$ cat src/rtl/nearest_pkg.sv
// nearest_pkg: shared types for the nearest-value search block.
//   state_t : search FSM state encoding (IDLE, SCAN, DONE)
// Optional build macro (used by abs_dist): NEAREST_SIGNED_EN selects
// two's-complement operands instead of unsigned operands.
package nearest_pkg;

  typedef enum logic [1:0] {
    IDLE = 2'd0,
    SCAN = 2'd1,
    DONE = 2'd2
  } state_t;

endpackage

$ cat src/rtl/nearest_abs_dist.sv
// abs_dist: combinational absolute distance |a - b| at W+1 bits.
// This module is the single distance definition shared with the two-input selector.
//   a, b : W-bit operands
//   d    : W+1-bit distance, range 0 .. 2^W-1
// Macro NEAREST_SIGNED_EN: when defined, a and b are two's complement and
// are sign-extended. When it is undefined, a and b are zero-extended.
module abs_dist #(
  parameter int W = 8
) (
  input  logic [W-1:0] a,
  input  logic [W-1:0] b,
  output logic [W:0]   d
);

  logic [W:0] ea, eb, diff;

`ifdef NEAREST_SIGNED_EN
  assign ea = {a[W-1], a};
  assign eb = {b[W-1], b};
`else
  assign ea = {1'b0, a};
  assign eb = {1'b0, b};
`endif

  // The true difference always lies within +/-(2^W-1). It therefore fits a
  // W+1-bit two's-complement value, and its magnitude fits W+1 bits unsigned.
  assign diff = ea - eb;
  assign d    = diff[W] ? (-diff) : diff;

endmodule

$ cat src/rtl/nearest_search.sv
// nearest_search: latches a reference value and scans N candidates over a
// valid/ready stream. It then returns the closest candidate, its arrival
// index and its distance through a held result handshake.
//   clk, reset      : clock and synchronous active-high reset
//   start, reff     : begin a search (honoured in IDLE only) and its reference
//   busy            : high while a search is in SCAN or DONE
//   cand_valid/ready/data : candidate stream (ready high only in SCAN)
//   result_valid/ready    : result handshake (valid held until accepted)
//   result_data/idx/dist  : closest value, its index, and |value - reff|
// Macro NEAREST_SIGNED_EN (handled in abs_dist): signed operands.
import nearest_pkg::*;

module nearest_search #(
  parameter  int W  = 8,
  parameter  int N  = 8,
  localparam int IW = $clog2(N)
) (
  input  logic          clk,
  input  logic          reset,
  input  logic          start,
  input  logic [W-1:0]  reff,
  output logic          busy,
  input  logic          cand_valid,
  output logic          cand_ready,
  input  logic [W-1:0]  cand_data,
  output logic          result_valid,
  input  logic          result_ready,
  output logic [W-1:0]  result_data,
  output logic [IW-1:0] result_idx,
  output logic [W:0]    result_dist
);

  state_t        state_q, state_d;
  logic [IW-1:0] count_q, count_d;
  logic [W-1:0]  ref_q, ref_d;
  logic [W:0]    best_dist_q, best_dist_d;
  logic [W-1:0]  best_data_q, best_data_d;
  logic [IW-1:0] best_idx_q, best_idx_d;
  logic [W:0]    res_dist_q, res_dist_d;
  logic [W-1:0]  res_data_q, res_data_d;
  logic [IW-1:0] res_idx_q, res_idx_d;

  logic [W:0]    cand_dist;
  logic          take;
  logic [W:0]    upd_dist;
  logic [W-1:0]  upd_data;
  logic [IW-1:0] upd_idx;

  abs_dist #(.W(W)) u_dist (
    .a (cand_data),
    .b (ref_q),
    .d (cand_dist)
  );

  // The comparison is strict, so on a tie the earlier candidate (lower index) wins.
  // best_dist starts at all-ones, which any first candidate beats.
  assign take     = cand_dist < best_dist_q;
  assign upd_dist = take ? cand_dist : best_dist_q;
  assign upd_data = take ? cand_data : best_data_q;
  assign upd_idx  = take ? count_q   : best_idx_q;

  always_comb begin
    state_d     = state_q;
    count_d     = count_q;
    ref_d       = ref_q;
    best_dist_d = best_dist_q;
    best_data_d = best_data_q;
    best_idx_d  = best_idx_q;
    res_dist_d  = res_dist_q;
    res_data_d  = res_data_q;
    res_idx_d   = res_idx_q;
    case (state_q)
      IDLE: begin
        if (start) begin
          state_d     = SCAN;
          ref_d       = reff;
          count_d     = '0;
          best_dist_d = '1;
          best_idx_d  = '0;
        end
      end
      SCAN: begin
        if (cand_valid) begin
          count_d     = count_q + IW'(1);
          best_dist_d = upd_dist;
          best_data_d = upd_data;
          best_idx_d  = upd_idx;
          // The result registers load together with the final acceptance,
          // so result_valid and the result values appear on the same cycle.
          if (count_q == IW'(N - 1)) begin
            state_d    = DONE;
            res_dist_d = upd_dist;
            res_data_d = upd_data;
            res_idx_d  = upd_idx;
          end
        end
      end
      DONE: begin
        if (result_ready) state_d = IDLE;
      end
      default: state_d = IDLE;
    endcase
  end

  always_ff @(posedge clk) begin
    if (reset) begin
      state_q     <= IDLE;
      count_q     <= '0;
      ref_q       <= '0;
      best_dist_q <= '1;
      best_data_q <= '0;
      best_idx_q  <= '0;
      res_dist_q  <= '0;
      res_data_q  <= '0;
      res_idx_q   <= '0;
    end else begin
      state_q     <= state_d;
      count_q     <= count_d;
      ref_q       <= ref_d;
      best_dist_q <= best_dist_d;
      best_data_q <= best_data_d;
      best_idx_q  <= best_idx_d;
      res_dist_q  <= res_dist_d;
      res_data_q  <= res_data_d;
      res_idx_q   <= res_idx_d;
    end
  end

  assign busy         = (state_q != IDLE);
  assign cand_ready   = (state_q == SCAN);
  assign result_valid = (state_q == DONE);
  assign result_data  = res_data_q;
  assign result_idx   = res_idx_q;
  assign result_dist  = res_dist_q;

endmodule

$ cat config.mk
export PLATFORM = sky130hd
export DESIGN_NAME = nearest_search
export DESIGN_NICKNAME = d
export VERILOG_FILES = /design/src/rtl/nearest_pkg.sv /design/src/rtl/nearest_abs_dist.sv /design/src/rtl/nearest_search.sv
export SDC_FILE = /design/constraint.sdc
export NUM_CORES = 1
export LEC_CHECK = 0
export CORE_UTILIZATION = 42
export DETAILED_ROUTE_END_ITERATION = 8
export PLACE_DENSITY_LB_ADDON = 0.3
export SLEW_MARGIN = 30
export SYNTH_ARGS = -nofsm -noshare
export SYNTH_HDL_FRONTEND = slang
export SYNTH_SLANG_ARGS = --single-unit
$ cat constraint.sdc
create_clock -name clk -period 4.9 [get_ports clk]
set_clock_uncertainty 0.05 [all_clocks]
set_input_delay 0.98 -clock clk [delete_from_list [all_inputs] [get_ports clk]]
set_output_delay 0.98 -clock clk [all_outputs]
set_load 0.005 [all_outputs]
=== Yosys cells after proc, flatten, opt, wreduce, memory -nomap -nowiden ===
Cells that the tools add are included.

* Bits in registers: 53
* Bits of input ports: 21
* Output and inout bits: 23
* Word-level logic and storage cells: 45

* Add/sub/neg operators: 3
* Order comparisons: 1
* Eq/ne operators: 7
* Multiplexer cells: 17
* Reduce and logical (&&, ||, !) cells: 8

{| class="wikitable"
|+ Operator list
! operator !! count
|-
| $mux 9 || 4
|-
| $pmux 9 s2 || 1
|-
| $mux 3 || 4
|-
| $pmux 3 s2 || 2
|-
| $lt 9x9->1 || 1
|-
| $neg 9->9 || 1
|-
| $sub 8x8->9 || 1
|-
| $mux 2 || 4
|-
| $mux 8 || 1
|-
| $pmux 2 s3 || 1
|-
| $reduce_and 3->1 || 2
|-
| $ne 2x1->1 const B || 2
|-
| $ne 2x2->1 const B || 2
|-
| $reduce_and 2->1 || 2
|-
| $reduce_and 4->1 || 1
|-
| $reduce_bool 2->1 || 2
|-
| $add 3x1->3 const B || 1
|-
| $eq 3x3->1 const B || 1
|-
| $eq 2x1->1 const B || 1
|-
| $eq 2x2->1 const B || 1
|-
| $logic_not 2->1 || 1
|}

=== Longest topological paths before layout ===
Gate-level depths: netlist of the first run.

* Depth in word-level cells: 7
* Gate-level depth with buffers: 18
* Mapped depth without buffers: 17

=== Cells and area by module ===
Synthesis of the first run repeated with hierarchy kept, for this count alone.

* Cell total of the unflattened synthesis: 339
* Area, all modules: 2897.8 um^2

{| class="wikitable"
|+ By module, submodules not included
! module !! instances !! cells each !! area each (um^2) !! seq. area each (um^2)
|-
| nearest_search || 1 || 264 || 2346.0 || 1061.0
|-
| abs_dist || 1 || 75 || 551.8 || 0.0
|}

=== Worst setup path before layout of the first run ===
Ideal clock, no wire load.

* Path type: input to register
* Start point: in cand_data[0]
* End point: reg best_dist_q[6]
* Setup time: 0.059 ns
* Arrival: 4.273 ns
* Data required time: 4.791 ns
* Setup slack: 0.518 ns
* Stages: 17
* Path buffers: 0
* Cell sequence: inv_1 -> ha_1 -> inv_1 -> fa_1 -> a21o_1 -> a21oi_2 -> xnor2_1 -> o31ai_1 -> xor2_1 -> ha_1 -> a21o_1 -> a211oi_1 -> o21ai_1 -> a21o_2 -> a21oi_1 -> or3_1 -> o31a_1

* Word-level cells in the longest chain between the ends: 7

{| class="wikitable"
|+ Ends and longest elaborated chain
! item !! line !! text
|-
| start: declaration || nearest_search.sv:25 || <nowiki>input logic [W-1:0] cand_data,</nowiki>
|-
| $sub 8x8->9 (*) || nearest_abs_dist.sv:27 || <nowiki>assign diff = ea - eb;</nowiki>
|-
| $neg 9->9 || nearest_abs_dist.sv:28 || <nowiki>assign d = diff[W] ? (-diff) : diff;</nowiki>
|-
| $mux 9 (*) || nearest_abs_dist.sv:28 ||
|-
| $lt 9x9->1 || nearest_search.sv:57 || <nowiki>assign take = cand_dist < best_dist_q;</nowiki>
|-
| $mux 9 (*) || nearest_search.sv:58 || <nowiki>assign upd_dist = take ? cand_dist : best_dist_q;</nowiki>
|-
| $mux 9 (*) || nearest_search.sv:83 || <nowiki>if (cand_valid) begin</nowiki>
|-
| $pmux 9 s2 (*) || nearest_search.sv:72 || <nowiki>case (state_q)</nowiki>
|-
| end signal: assignment || nearest_search.sv:120 || <nowiki>best_dist_q <= best_dist_d;</nowiki>
|-
| end: declaration || nearest_search.sv:36 || <nowiki>logic [W:0] best_dist_q, best_dist_d;</nowiki>
|}

Mark *: on every way between the ends. The rest lies on a longest branch, timed or not. The select of a mux whose other input is x is not followed.
A chain may end at the register's enable or synchronous reset.

=== Worst setup path in the final report of the first run ===
Ends and elaborated chain as after synthesis.

==> impl_metrics.json, run 1 <==
{
  "wire_per_inst_um": 13.8,
  "clock_path_buffers": 2,
  "antenna_found_initial": 0,
  "hold-worst-slack_ns": 0.408,
  "setup_violations": 0,
  "io_pins": 44,
  "cts_tree": "yes",
  "drtIter0Drc": 151,
  "cap_violations": 0,
  "clock.fmax_mhz": 211,
  "dpl.hpwl_um": 5320,
  "critical_path.max_fanout": 11,
  "grt_usage_pct": 20.3,
  "grt_max_degree": 32,
  "drive_above_1_share_pct": 11.9,
  "drt-vias-per-instance": 5.20,
  "initial_core_util_pct": 43.5,
  "rsz0062_at_grt": "yes",
  "area_growth_pct": 26.8,
  "dpl.cell_count": 501,
  "cts.reportedPaths.clkPinSlew_ns": 0.09,
  "synthFlopType": "dfxtp_1",
  "cp.required_ns": 5.06,
  "drcViolationCount": 0,
  "htreeDepth": 2,
  "ir_drop_uv": 129,
  "synth.avg_cell_area_um2": 8.34,
  "grt_overflow": 0,
  "ys_types": 55,
  "dr.pass1.iters": 4,
  "powerDensity_nw_per_um2": 275,
  "die_y_um": 85.9,
  "cts_made_buffers": 5,
  "core_um2": 6790,
  "vias": 2645,
  "synth.ff_latch_count": 53,
  "relSlewSlack_pct": 51.4,
  "clk_latency_ns": 0.31,
  "synth_cells": 354,
  "tightest_slew_ns": 0.730,
  "outcome": "finished, final reports clean",
  "syn_area_um2": 2950,
  "diodes": 0,
  "instances_no_fill": 509,
  "end_kind": "flop",
  "period_minus_slack_ns": 4.75,
  "port_buffers": 43,
  "yosys_warnings": 0,
  "period_share_pct": 96.9,
  "async_flop_share_pct": 0,
  "gp_congestion": 0.899,
  "cts.sinks": 53,
  "yosysSeqAreaShare_pct": 35.9,
  "cts_root_buf": "clkbuf_8",
  "crit_type": "primary input to flop",
  "hold_class": "flop to flop",
  "die_area_um2": 7370,
  "finalMaxSlewViolations": 0,
  "crit_path_start_kind": "primary input",
  "grt_pass1_vias": 2522,
  "die-width_um": 85.9,
  "fin_nets": 453,
  "row_count": 30,
  "grt_pass1_wl_um": 11900,
  "synth-edff-count": 0,
  "drtAntennaViolNets": 0,
  "syn-num-nets": 395,
  "post_cts_buffers": 0,
  "postRouteWirelength_um": 7050,
  "hold_violations": 0,
  "cp.arrival_ns": 4.91,
  "p_leak_nw": 1.52
}
[synthesized netlist by cell type, drive strengths merged, types with 8 or more instances]
library cell | n | area (um2)
dfxtp | 53 | 1060
nor2 | 46 | 173
nand2 | 35 | 131
a21oi | 24 | 124
a211oi | 23 | 178
inv | 21 | 78.8
ha | 19 | 238
clkbuf | 14 | 82.6
nor3 | 13 | 65.1
o21ai | 12 | 63.8
and2 | 10 | 63.8
nand2b | 8 | 50.1
[routing by layer]
metal,vias to the layer above,part of all wire [%],GRT usage (%)
li1,1363,-,-
met1,1224,47,26.0
met2,54,49,35.1
met3,4,4.2,3.66
met4,0,0.60,5.15
met5,-,0,0
[per-stage QoR]
step | cell area (um2) | power (W) | utilization (%) | worst slack [ns] | TNS [ns]
2_1_floorplan | 2950 | 0.000627 | - | 0.518 | 0
3_3_place_gp | 3580 | 0.000722 | 52.6 | -0.0693 | -0.797
3_5_place_dp | 3600 | 0.000732 | 53.0 | -0.173 | -3.50
4_1_cts | 3710 | 0.00104 | 54.7 | 0.146 | 0
5_1_grt | 3740 | 0.00108 | 55.1 | -0.0382 | -0.162
6_report | 3740 | 0.00103 | 55.1 | 0.154 | 0
[timing repair]
action | in CTS | in global routing
hold buffers | 0 | 0
endpoints found under the setup margin | 0 | 24
resized for setup | 0 | 7
[final timing paths]
path | startpoint | end | slack, ns | cells past startpoint
worst max-delay path | cand_data[0] | best_dist_q[6]$_SDFFE_PP1P_ | 0.15 | 19
worst max register to register | ref_q[0]$_SDFFE_PP0P_ | best_dist_q[6]$_SDFFE_PP1P_ | 0.98 | 17
worst min register to register | ref_q[5]$_SDFFE_PP0P_ | ref_q[5]$_SDFFE_PP0P_ | 0.41 | 2
worst min-delay path | ref_q[5]$_SDFFE_PP0P_ | ref_q[5]$_SDFFE_PP0P_ | 0.41 | 2
[kinds of logic (layout without fill, tap and decap cells)]
| logic type | after synthesis | count (layout) | share of synthesized area, % |
|---|---|---|---|
| AO/OA/AOI/OAI | 100 | 100 | 24.0 |
| XOR/XNOR | 9 | 9 | 2.67 |
| adder cells (fa/ha/maj) | 20 | 20 | 8.73 |
| buffers and inverters | 38 | 97 | 6.18 |
| flip-flops | 53 | 53 | 35.9 |
| multiplexers | 4 | 4 | 1.36 |
| AND/OR/NAND/NOR | 130 | 130 | 21.2 |
[where the power goes]
group / switching [W] / total, W / internal, W
sequential: 0.00000806 / 0.000453 / 0.000445
combinational: 0.000150 / 0.000276 / 0.000126
clock: 0.000149 / 0.000303 / 0.000154
[state kept, by name (all words and copies together), names as in the netlist]
signal and count:
best_dist_q 9, result_dist 9, best_data_q 8, ref_q 8
result_data 8, best_idx_q 3, count_q 3, result_idx 3
state_q 2
[cells in the final DEF (no fill, tap or decap), types with 3 or more instances in the layout]
cell type / Yosys / layout
xnor2_1: 6 / 6
o22ai_1: 5 / 5
nor3_1: 13 / 12
o21ai_0: 10 / 10
dfxtp_1: 53 / 53
inv_1: 21 / 21
a21oi_1: 23 / 22
a211oi_1: 22 / 19
clkdlybuf4s50_1: 0 / 42
nand2b_1: 8 / 8
nand2_1: 35 / 35
xor2_1: 3 / 3
ha_1: 19 / 19
a21o_1: 5 / 5
and2_0: 7 / 7
nand3_1: 3 / 3
clkbuf_8: 3 / 5
mux2i_1: 4 / 4
nor2b_1: 4 / 4
o211ai_1: 3 / 3
o21a_1: 3 / 3
nor2_1: 46 / 46
a22oi_1: 6 / 6
buf_4: 0 / 24
a211oi_2: 1 / 4
[critical path, cell delays in order]
cell	delay, ns
clkdlybuf4s50_1	0.44
inv_1	0.07
ha_1	0.17
inv_1	0.05
fa_1	0.40
a21o_1	0.20
a21oi_2	0.15
xnor2_1	0.15
a2111oi_4	0.39
nor2_1	0.09
xnor2_1	0.15
ha_1	0.32
o2111ai_1	0.14
o21ai_1	0.22
a21o_2	0.28
a21oi_1	0.10
buf_4	0.19
or3_1	0.30
o31a_1	0.10
[final cells by class]
type	instances	area, um2
multi-input cells	263	1740
flip-flops and latches	53	1060
inverters	21	78.8
well taps	96	120
repair buffers	68	633
fillers	632	3050
clock inverters	2	38.8
clock buffers	6	72.6
Note: power is estimated with default switching activity, not from simulation.
==> run 2, diff against run 1 <==
--- a/config.mk
+++ b/config.mk
@@ -5,6 +5,7 @@
 export SDC_FILE = /design/constraint.sdc
 export NUM_CORES = 1
 export LEC_CHECK = 0
+export CAP_MARGIN = 0
 export CORE_UTILIZATION = 42
 export DETAILED_ROUTE_END_ITERATION = 8
 export PLACE_DENSITY_LB_ADDON = 0.3
==> constraint.sdc (replaced) <==
create_clock -name clk -period 5 [get_ports clk]
set_clock_uncertainty 0.05 [all_clocks]
set_input_delay 1 -clock clk [delete_from_list [all_inputs] [get_ports clk]]
set_output_delay 1 -clock clk [all_outputs]
set_load 0.005 [all_outputs]
==> impl_metrics.json, run 2 (synthesis gave the netlist of run 1 again) <==
{
  "outcome": "finished, final reports clean",
  "cap_violations": 0,
  "grt_overflow": 0,
  "gp_congestion": 0.881,
  "powerDensity_nw_per_um2": 255,
  "drt-vias-per-instance": 5.34,
  "die-width_um": 85.9,
  "relSlewSlack_pct": 48.3,
  "drcViolationCount": 0,
  "dpl.hpwl_um": 5410,
  "final_cell_mix": "dfxtp_1 (53), nor2_1 (46), clkdlybuf4s50_1 (42)",
  "design_area_um2": 3730,
  "finalMaxSlewViolations": 0,
  "diodes": 0,
  "die_y_um": 85.9,
  "setup_ws_ns": 0.229,
  "port_buffers": 43,
  "tns_ns": 0,
  "end_kind": "flop",
  "dp_slack_ns": -0.187,
  "clock.fmax_mhz": 210,
  "drtAntennaViolNets": 0,
  "r2r_cells": 17,
  "postRouteWirelength_um": 7230,
  "grt_pass1_vias": 2576,
  "row_count": 30,
  "postLayoutCoreUtil_pct": 54.9,
  "min_to": "result_dist[0]$_SDFFE_PP0P_",
  "final_common_cell": "dfxtp_1",
  "tightest_slew_ns": 0.775,
  "period_minus_slack_ns": 4.77,
  "grt_usage_pct": 20.5,
  "clk_latency_ns": 0.31,
  "critical_path.max_fanout": 8,
  "cts.sinks": 53,
  "drtIter0Drc": 110,
  "cp.arrival_ns": 4.92,
  "drive_above_1_share_pct": 12.5,
  "die_area_um2": 7370,
  "timing.rr.end": "best_dist_q[6]$_SDFFE_PP1P_",
  "clock_path_buffers": 2,
  "cts_root_buf": "clkbuf_8",
  "crit_chain": "clkdlybuf4s50_1 -> inv_1 -> ha_1 -> inv_1 -> fa_1 -> a21o_1 -> a21oi_2 -> xnor2_1 -> a2111oi_4 -> nor2_1 -> xnor2_1 -> ha_1 -> o2111ai_1 -> o21ai_2 -> a21o_2 -> a21oi_1 -> buf_4 -> or3_1 -> o31a_1",
  "hold_depth": 2,
  "cts_made_buffers": 5,
  "reg2reg_from": "ref_q[0]$_SDFFE_PP0P_",
  "rsz0062_at_grt": "no",
  "hp-start": "result_dist[0]$_SDFFE_PP0P_",
  "reg2reg_slack_ns": 1.10,
  "fillerInstances": 650,
  "initial_core_util_pct": 43.5,
  "cp.depth": 19,
  "hold_violations": 0,
  "cts_tree": "yes",
  "vias": 2696,
  "crit_type": "primary input to flop",
  "setup_violations": 0,
  "period_share_pct": 95.4,
  "grt_pass1_wl_um": 12100,
  "cp.required_ns": 5.15,
  "hold_class": "flop to flop",
  "cts.reportedPaths.clkPinSlew_ns": 0.09,
  "regArea_um2": 1060,
  "area_growth_pct": 26.2,
  "ir_drop_uv": 156,
  "io_pins": 44,
  "grt_max_degree": 33,
  "htreeDepth": 2,
  "p_leak_nw": 1.50,
  "cp_num_buf_inv": 4,
  "wire_per_inst_um": 14.3,
  "core_um2": 6790,
  "critical_path.top_delay_family": "compound AO/OA/AOI/OAI gates",
  "cpPeakStageDelay_ns": 0.45,
  "cp_slowest_cell": "clkdlybuf4s50_1",
  "crit_path_start_kind": "primary input",
  "fin_nets": 449,
  "antenna_found_initial": 0,
  "dr.pass1.iters": 4,
  "multi_input_area_um2": 1780,
  "placedInstanceArea_um2": 3560
}
## run 2: how the worst max path moves through the flow
stage,endpoint,slack (ns),start
2_1_floorplan,best_dist_q[6]$_SDFFE_PP1P_,0.60,cand_data[0]
3_3_place_gp,result_data[7]$_SDFFE_PP0P_,0.01,cand_data[0]
3_5_place_dp,result_data[5]$_SDFFE_PP0P_,-0.19,cand_data[0]
4_1_cts,result_data[3]$_SDFFE_PP0P_,0.13,cand_data[0]
5_1_grt,best_dist_q[6]$_SDFFE_PP1P_,0.003,cand_data[0]
6_report,best_dist_q[6]$_SDFFE_PP1P_,0.23,cand_data[0]
## run 2: timing repair
| item | in CTS | in global routing |
|---|---|---|
| gates resized for setup | 0 | 15 |
| hold buffers | 0 | 0 |
| setup endpoints to repair | 0 | 38 |
| setup buffers | 0 | 1 |
## run 2: final cells by class
type	count	share of cell area, %
multi-input cells	264	47.8
flip-flops and latches	53	28.5
repair buffers	63	16.1
well taps	96	3.22
inverters	21	2.11
clock buffers	6	1.95
clock inverters	2	0.403
## run 2: layer usage
| metal | share of wire (%) | track usage [%] | vias to the layer above | wire length [um] |
|---|---|---|---|---|
| li1 | - | - | 1366 | - |
| met1 | 46 | 26.9 | 1252 | 3290 |
| met2 | 50 | 34.9 | 69 | 3590 |
| met3 | 3.6 | 3.56 | 9 | 260 |
| met4 | 1.1 | 5.30 | 0 | 82 |
| met5 | 0 | 0 | - | 0 |
## run 2: stage by stage
stage,hold WS (ns),power [W],instances
4_1_cts,0.408,0.000941,503
3_3_place_gp,0.390,0.000693,494
6_report,0.407,0.000951,505
3_5_place_dp,0.395,0.000704,495
2_1_floorplan,0.386,0.000614,354
5_1_grt,0.432,0.00100,505
## run 2: tightest hold or removal path, delay by kind of cell (launching register included)
kind	cells	cell delay, ns
simple gates	1	0.05
compound gates	1	0.05
flops	1	0.32
## run 2: where the power goes
group | internal [W] | switching [W]
clock | 0.0000989 | 0.000140
sequential | 0.000436 | 0.00000749
combinational | 0.000118 | 0.000151
total | 0.000652 | 0.000299
